<file path="config.mk">
export PLATFORM = sky130hd
export DESIGN_NAME = ctrl_seq
export DESIGN_NICKNAME = d
export VERILOG_FILES = /design/src/rtl/ctrl_seq_pkg.sv /design/src/rtl/ctrl_decode.sv /design/src/rtl/ctrl_seq.sv
export SDC_FILE = /design/constraint.sdc
export NUM_CORES = 1
export LEC_CHECK = 0
export CAP_MARGIN = 20
export CORE_MARGIN = 1.5
export CORE_UTILIZATION = 39
export CTS_BUF_LIST = sky130_fd_sc_hd__clkbuf_16
export DETAILED_ROUTE_END_ITERATION = 12
export MAX_ROUTING_LAYER = met4
export PLACE_DENSITY = 0.73
export SETUP_SLACK_MARGIN = 0.1
export SLEW_MARGIN = 5
export SYNTH_ARGS = -nofsm -noshare
export SYNTH_HDL_FRONTEND = slang
export SYNTH_SLANG_ARGS = --single-unit
</file>
<file path="constraint.sdc">
create_clock -name clk -period 1.4 [get_ports clk]
set_input_delay 0.14 -clock clk [delete_from_list [all_inputs] [get_ports clk]]
set_output_delay 0.14 -clock clk [all_outputs]
set_load 0.01 [all_outputs]
</file>
<file path="src/rtl/ctrl_seq_pkg.sv">
// ctrl_seq_pkg: shared state, opcode and control-word types for the ctrl_seq sequencer
package ctrl_seq_pkg;
  typedef enum logic [2:0] {T1, T2, T3, WAIT, T4, T5, T6, HALT} state_t;
  localparam logic [3:0] OP_LDA = 4'b0000;
  localparam logic [3:0] OP_ADD = 4'b0001;
  localparam logic [3:0] OP_SUB = 4'b0010;
  localparam logic [3:0] OP_OUT = 4'b1110;
  localparam logic [3:0] OP_HLT = 4'b1111;
  typedef struct packed {
    logic pc_inc;
    logic pc_out;
    logic mar_load;
    logic ram_out;
    logic ir_load;
    logic ir_out;
    logic a_load;
    logic a_out;
    logic alu_sub;
    logic alu_out;
    logic b_load;
    logic out_load;
    logic halted;
  } ctrl_t;
endpackage

</file>
<file path="src/rtl/ctrl_decode.sv">
// ctrl_decode: combinational state + latched opcode -> control word
module ctrl_decode
  import ctrl_seq_pkg::*;
(
  input  state_t     state,
  input  logic [3:0] opcode,
  output ctrl_t      ctrl
);
  logic is_alu, is_mem;
  assign is_alu = opcode == OP_ADD || opcode == OP_SUB;
  assign is_mem = is_alu || opcode == OP_LDA;
  // one bus driver per state; unknown opcodes fall through as NOP
  always_comb begin
    ctrl = '0;
    case (state)
      T1: begin ctrl.pc_out = 1'b1; ctrl.mar_load = 1'b1; end
      T2: ctrl.pc_inc = 1'b1;
      T3: begin ctrl.ram_out = 1'b1; ctrl.ir_load = 1'b1; end
      T4: begin
        ctrl.ir_out   = is_mem;
        ctrl.mar_load = is_mem;
        ctrl.a_out    = opcode == OP_OUT;
        ctrl.out_load = opcode == OP_OUT;
      end
      T5: begin
        ctrl.ram_out = is_mem;
        ctrl.a_load  = opcode == OP_LDA;
        ctrl.b_load  = is_alu;
      end
      T6: begin
        ctrl.alu_out = is_alu;
        ctrl.a_load  = is_alu;
        ctrl.alu_sub = opcode == OP_SUB;
      end
      HALT: ctrl.halted = 1'b1;
      default: ;
    endcase
  end
endmodule

</file>
<file path="src/rtl/ctrl_seq.sv">
// ctrl_seq: microcode sequencer FSM; define CTRL_SEQ_STEP_EN for single-step operation
module ctrl_seq
  import ctrl_seq_pkg::*;
#(
  parameter int IR_LAT = 2
)(
  input  logic       clk,
  input  logic       rst,
  input  logic [3:0] ir_opcode,
  input  logic       step,
  output logic       pc_inc,
  output logic       pc_out,
  output logic       mar_load,
  output logic       ram_out,
  output logic       ir_load,
  output logic       ir_out,
  output logic       a_load,
  output logic       a_out,
  output logic       alu_sub,
  output logic       alu_out,
  output logic       b_load,
  output logic       out_load,
  output logic       halted,
  output logic [2:0] state_dbg
);
  state_t     state, next;
  logic [1:0] cnt;
  logic [3:0] op_q;
  logic       adv, last;
  ctrl_t      ctrl;
  assign last = cnt == 2'(IR_LAT - 1);
`ifdef CTRL_SEQ_STEP_EN
  logic step_q;
  assign adv = step & ~step_q;
  // previous-cycle step, for rising-edge detection
  always_ff @(posedge clk or posedge rst)
    if (rst) step_q <= 1'b0;
    else step_q <= step;
`else
  logic unused_step;
  assign unused_step = step;
  assign adv = 1'b1;
`endif
  // state register, WAIT counter and opcode latch; all hold unless advancing
  always_ff @(posedge clk or posedge rst)
    if (rst) begin
      state <= T1;
      cnt   <= '0;
      op_q  <= OP_LDA;
    end else if (adv) begin
      state <= next;
      cnt   <= (state == WAIT && !last) ? cnt + 2'd1 : '0;
      if (state == WAIT && last) op_q <= ir_opcode;
    end
  // next-state sequencing; HALT is only left through rst
  always_comb begin
    next = state;
    case (state)
      T1:      next = T2;
      T2:      next = T3;
      T3:      next = WAIT;
      WAIT:    next = last ? T4 : WAIT;
      T4:      next = op_q == OP_HLT ? HALT : T5;
      T5:      next = T6;
      T6:      next = T1;
      default: next = HALT;
    endcase
  end
  ctrl_decode u_dec (.state(state), .opcode(op_q), .ctrl(ctrl));
  assign {pc_inc, pc_out, mar_load, ram_out, ir_load, ir_out, a_load, a_out,
          alu_sub, alu_out, b_load, out_load, halted} = ctrl;
  assign state_dbg = state;
endmodule

</file>
==> results of run 1 <==
-- placed cells by master (no fill, tap or decap), drive strengths merged, types with 3 or more instances in the layout --
master          n
buf            44
clkbuf          3
nor2            8
nand2           5
dfrtp           9
mux2            4
nor2b           4
inv             4
a21oi           3
nand3           3
clkdlybuf4s50   5
and3            3
-- metrics by stage --
step | cells | hold WS (ns) | cell area [um2]
after global routing | 127 | 0.233 | 1180
after CTS | 120 | 0.192 | 1080
after floorplan | 62 | -0.0321 | 573
after global placement | 108 | 0.426 | 882
final | 127 | 0.196 | 1180
after detailed placement | 108 | 0.431 | 882
-- power breakdown --
| group | internal, mW | total [mW] | switching (mW) |
|---|---|---|---|
| clock network | 0.374 | 0.509 | 0.135 |
| logic | 1.07 | 1.88 | 0.812 |
| registers | 0.386 | 0.522 | 0.135 |
-- state kept, by name (all words and copies together), names as in the netlist --
signal,cells
cnt,2
op_q,4
state_dbg,3
-- final cells by class --
| cell class | instances | area share [%] |
|---|---|---|
| Clock inverter | 1 | 0.317 |
| Tap cell | 15 | 1.59 |
| Inverter | 3 | 0.951 |
| Sequential cell | 9 | 19.1 |
| Clock buffer | 3 | 6.34 |
| Multi-Input combinational cell | 46 | 33.5 |
| Timing Repair Buffer | 50 | 38.2 |
-- worst max path at each step --
stage          endpoint  slack (ns)
2_1_floorplan    a_load        0.10
3_3_place_gp     b_load       -0.21
3_5_place_dp     b_load       -0.23
4_1_cts          a_load       -0.10
5_1_grt          a_load       -0.21
6_report         a_load       -0.22
-- worst reg2reg max path, stage by stage, from the launching register on --
cell     delay, ns
dfrtp_1       0.37
inv_1         0.07
ha_2          0.18
nor2b_4       0.18
nand3_4       0.13
mux2_4        0.32
-- metal layers --
layer / global-route usage (%) / vias up / part of all wire [%]
met3: 6.38 / 4 / 3.9
met5: - / - / 0
met2: 45.3 / 29 / 51
met1: 32.2 / 354 / 43
met4: 9.68 / 0 / 1.3
li1: - / 314 / -
-- what timing repair did --
action                     CTS  global route
pin swaps                    6             9
gates cloned                 0             0
hold endpoints to repair     0             0
setup endpoints to repair   20            18
buffers inserted             8             8
resized for setup           92            13
-- logic make-up (layout without fill, tap and decap cells) --
logic type	after synthesis	count (layout)	share of synthesized area, %
simple gates	31	31	30.8
compound gates	10	10	10.9
buf+inv	7	57	6.33
flops	9	9	39.3
mux	4	4	10.5
fa+ha+maj	1	1	2.18
==> results.yml, run 1 <==
run_status:
  outcome: "finished with violations"
  violations: "negative setup slack"
hold_path:
  hold_class: "in2async"
synthesis:
  ys_seq_area_share_pct: 39.3
  synth_edf_count: 0
  synth_top_cell_by_area: "dfrtp_1"
  syn_area_um2: 573
  ys_warn_count: 0
  synthCells: 62
  synth.net_count: 70
  synth_ff_type: "dfrtp_1"
  ys_ff_latch: 9
  synth.avg_cell_area_um2: 9.24
  async_flop_share_pct: 100
  yosysTopAreaCellShare_pct: 39.3
  ys_top_cells_by_count: "9 x dfrtp_1, 8 x nor2_1, 5 x nand2_1"
  synth_cell_types: 25
  ys_top_cells_by_area: "dfrtp_1 39%, mux2_4 10%, nor2_1 5.2%, and3_1 3.3%, nand2_1 3.3%"
  synth_most_common_cell: "dfrtp_1"
final_layout:
  post-route-util_pct: 88.7
  final_layout_size_suffix_gt1_share_pct: 63.4
  fillers: 60
  regArea_um2: 226
  syn_to_final_growth_pct: 107
  final_nets: 121
  multiInputGateArea_um2: 397
  antenna_cells: 0
floorplanning:
  die_h_um: 41.3
  io_pins: 23
  die_area_mm2: 0.00171
  coreArea_mm2: 0.00133
  initial_utilization_pct: 43.0
  dieWidth_um: 41.3
  num_rows: 13
setup_path:
  worstSetupStartpointType: "flop"
  cp_cell_sequence: "buf_6 > and2b_1 > buf_6 > o21ai_2 > a21oi_1 > buf_2"
  cpPeakStageDelay_ns: 0.40
  cp-end-kind: "primary output"
  r2r_start: "cnt[1]"
  reg2reg_to: "op_q[0]"
  rrSetupSlack_ns: 0.03
  cp.depth: 6
  cp_common_cell: "buf_6"
  cp_num_buf_inv: 3
  cp.required_ns: 1.26
  crit_fanout: 2
  arrival_ns: 1.48
  crit_type: "reg2out"
  crit_family: "flip-flops"
  ff2ff_path_depth: 5
  worstSetupStartpoint: "state_dbg[0]"
  cp_slowest_cell: "dfrtp_1"
drt:
  ant_nets: 0
  via_count: 701
  drtPass1Iterations: 4
  routed_wl_um: 2400
  wl_per_cell_um: 18.9
  routed_via_density: 5.52
  drc_errors: 0
  drt_iter0_markers: 14
clocking:
  holdBufCountCts: 0
  clockBufferDepth: 2
  cts_tree: "built"
  clk_latency_ns: 0.23
  htreeDepth: 1
  clkTransAtPathRegs_ns: 0.04
  cts_made_buffers: 3
  ctsRootBufferMaster: "clkbuf_16"
  cts.sinks: 9
sta:
  finalSetupViolCount: 9
  tns_ns: -0.640
  hold_viol: 0
  period_share_pct: 116
  worst_pin_slew_ns: 0.451
  relSlewSlack_pct: 69.7
  grt_setup_unrepaired: "yes"
  skew_ns: 0.00110
  fmax_ghz: 0.617
  post-route-min-period_ns: 1.62
  drv_slew: 0
  post-route-worst-setup-slack_ns: -0.221
grt:
  first_global_vias: 582
  antenna_found_initial: 0
  grt.overflow.total: 0
  grt_first_pass_wirelength_um: 2750
  grtUsageTotal_pct: 27.3
  grt_max_degree: 12
power:
  powerDensity_mw_per_mm2: 2460
  vdd_ir_drop_max_v: 0.00145
  p_leak_nw: 0.581
  power_mw: 2.91
placed_design:
  hpwlAfterDp_um: 1040
  routabilityCongestion: 0.745
  post-place-ws_ns: -0.231
  port_buffers: 21
job:
  maxCapViolations: 0
Power figures use the tool's default switching activity.
==> inputs of run 2 (changes only) <==
Settings changed: CAP_MARGIN 20 to 5, GPL_TIMING_DRIVEN set to 0, SETUP_SLACK_MARGIN 0.1 to 0.15.
==> results.yml, run 2 <==
synthesis:
  ys_seq_area_share_pct: 39.3
  synth_ff_type: "dfrtp_1"
  synthCells: 62
  syn_area_um2: 573
  async_flop_share_pct: 100
  synth.net_count: 70
  ys_top_cells_by_count: "9 x dfrtp_1, 8 x nor2_1, 5 x nand2_1"
  yosysTopAreaCellShare_pct: 39.3
  synth.avg_cell_area_um2: 9.24
  ys_top_cells_by_area: "dfrtp_1 39%, mux2_4 10%, nor2_1 5.2%, and3_1 3.3%, nand2_1 3.3%"
  synth_cell_types: 25
  ys_warn_count: 0
  synth_top_cell_by_area: "dfrtp_1"
  synth_most_common_cell: "dfrtp_1"
  synth_edf_count: 0
  ys_ff_latch: 9
placed_design:
  post-place-ws_ns: -0.388
  routabilityCongestion: 0.737
  hpwlAfterDp_um: 965
  port_buffers: 21
run_status:
  outcome: "did not finish"
  stop_error: "[ERROR DPL-0033] detailed placement checks failed during check placement."
  lastStage: "global routing"
floorplanning:
  dieWidth_um: 41.3
  die_h_um: 41.3
  num_rows: 13
  initial_utilization_pct: 43.0
  io_pins: 23
clocking:
  cts_made_buffers: 3
  ctsRootBufferMaster: "clkbuf_16"
  htreeDepth: 1
  cts.sinks: 9
  holdBufCountCts: 0
  clockBufferDepth: 2
sta:
  worst_endpoint_kind: "output port"
  crit_endpoint: "a_load"
grt:
  antenna_found_initial: 0
  grt_max_degree: 11
-- run 2: logic make-up after synthesis --
family	after synthesis	share of synthesized area, %
buffers and inverters	7	6.33
AO/OA/AOI/OAI	10	10.9
flip-flops	9	39.3
adder cells (fa/ha/maj)	1	2.18
AND/OR/NAND/NOR	31	30.8
multiplexers	4	10.5
-- run 2: through the flow --
stage	cell area, um2	utilization [%]	hold slack (ns)	instances
after floorplan	584	-	-0.0321	62
after detailed placement	813	61.0	0.432	98
after global placement	813	61.0	0.426	98
after CTS	1150	86.4	0.187	124
-- run 2: repair_timing --
item,in CTS
buffers inserted,22
pin swaps,12
resized for setup,100
gates cloned,0
hold endpoints to repair,0
endpoints found under the setup margin,20
==> inputs of run 3 (changes only) <==
Settings changed: CORE_AREA set to 2 2 63 65, CORE_MARGIN 1.5 to unset, CORE_UTILIZATION 39 to unset, CTS_BUF_LIST sky130_fd_sc_hd__clkbuf_16 to unset, DIE_AREA set to 0 0 65 67, MAX_ROUTING_LAYER met4 to unset, PLACE_DENSITY 0.73 to unset, PLACE_DENSITY_LB_ADDON set to 0.15, SETUP_SLACK_MARGIN 0.15 to unset.
==> results.yml, run 3 (same netlist as run 1, synthesis figures left out) <==
final_layout:
  final_nets: 113
  top_register: "op_q"
  largest_reg_flops: 4
  final_layout_size_suffix_gt1_share_pct: 56.7
  syn_to_final_growth_pct: 88.6
  mostFrequentLayoutCell: "buf_4"
  antenna_cells: 0
  final_cell_mix: "17 x buf_4, 11 x buf_2, 7 x dfrtp_1"
  fillers: 380
placed_design:
  post-place-ws_ns: -0.387
  routabilityCongestion: 0.702
  port_buffers: 21
  hpwlAfterDp_um: 1180
grt:
  antenna_found_initial: 0
  first_global_vias: 663
  grt_max_degree: 11
  grt_first_pass_wirelength_um: 2990
  grtUsageTotal_pct: 9.47
  grt.overflow.total: 0
floorplanning:
  dieWidth_um: 65
  initial_utilization_pct: 15.9
  coreArea_mm2: 0.00361
  die_area_mm2: 0.00436
  die_h_um: 67
  io_pins: 23
  num_rows: 22
sta:
  whs_ns: 0.183
  post-route-min-period_ns: 1.57
  drv_slew: 0
  grt_setup_unrepaired: "yes"
  relSlewSlack_pct: 75.1
  fmax_ghz: 0.635
  post-route-worst-setup-slack_ns: -0.175
  worst_pin_slew_ns: 0.373
  period_share_pct: 112
  finalSetupViolCount: 3
  hold_viol: 0
  skew_ns: 0.00321
clocking:
  cts.sinks: 9
  cts_made_buffers: 3
  htreeDepth: 1
  ctsRootBufferMaster: "clkbuf_8"
  cts_tree: "built"
  clockBufferDepth: 2
  holdBufCountCts: 0
  clkTransAtPathRegs_ns: 0.05
  clk_latency_ns: 0.23
hold_path:
  hold_class: "in2async"
setup_path:
  crit_fanout: 4
  arrival_ns: 1.43
  cp.required_ns: 1.26
  worstSetupStartpointType: "flop"
  ff2ff_path_depth: 5
  cp-end-kind: "primary output"
  crit_type: "reg2out"
drt:
  drt_iter0_markers: 2
  drc_errors: 0
  routed_wl_um: 1780
  drtPass1Iterations: 2
  ant_nets: 0
  wl_per_cell_um: 11.7
  via_count: 610
  routed_via_density: 4.01
power:
  powerDensity_mw_per_mm2: 2120
  vdd_ir_drop_max_v: 0.000318
  p_leak_nw: 0.511
run_status:
  outcome: "finished with violations"
  violations: "negative setup slack"
job:
  maxCapViolations: 0
run 3: what timing repair did:
action	4_1_cts	5_1_grt
setup buffers	16	2
resized for setup	74	9
gates cloned	0	0
pin swaps	6	5
endpoints found under the setup margin	18	16
run 3: report_power, final:
group | internal [mW] | total, mW | switching [mW]
registers | 0.388 | 0.515 | 0.126
logic | 0.820 | 1.47 | 0.650
clock network | 0.199 | 0.303 | 0.104
run 3: per-layer routing:
metal / wire [um] / track usage [%] / vias to the layer above / part of all wire [%]
met3: 99 / 2.20 / 6 / 5.6
met4: 79 / 9.57 / 0 / 4.4
met1: 727 / 9.07 / 286 / 41
met2: 871 / 16.4 / 21 / 49
li1: - / - / 297 / -
met5: 0 / 0 / - / 0
run 3: stage by stage:
stage,setup TNS (ns),total power [mW],utilization [%],area [um2],cells
2_1_floorplan,0,1.11,-,573,62
3_3_place_gp,-3.30,1.45,23.4,843,131
3_5_place_dp,-3.34,1.46,23.4,843,131
4_1_cts,-0.252,2.21,29.1,1050,151
5_1_grt,-0.624,2.45,30.0,1080,152
6_report,-0.218,2.29,30.0,1080,152
run 3: worst paths after layout:
check,end,slack (ns),from
setup / recovery,a_load,-0.17,op_q[0]
hold / removal,cnt[0],0.18,rst
setup reg to reg,op_q[0],0.07,cnt[1]
hold reg to reg,cnt[0],0.50,cnt[0]
max in group asynchronous,state_dbg[2],0.92,rst
min in group clk,cnt[0],0.50,cnt[0]
run 3: cell type report:
class,count,area [um2],area share [%]
Buffer,3,26.3,2.43
Multi-Input combinational cell,46,412,38.1
Clock buffer,4,45.0,4.17
Tap cell,48,60.1,5.56
Sequential cell,9,228,21.1
Inverter,3,11.3,1.04
Timing Repair Buffer,39,299,27.7
run 3: critical path: stages (launching register included):
cell and delay, ns:
dfrtp_2 0.44, buf_6 0.14, or3_1 0.36, a21oi_1 0.12
buf_2 0.14
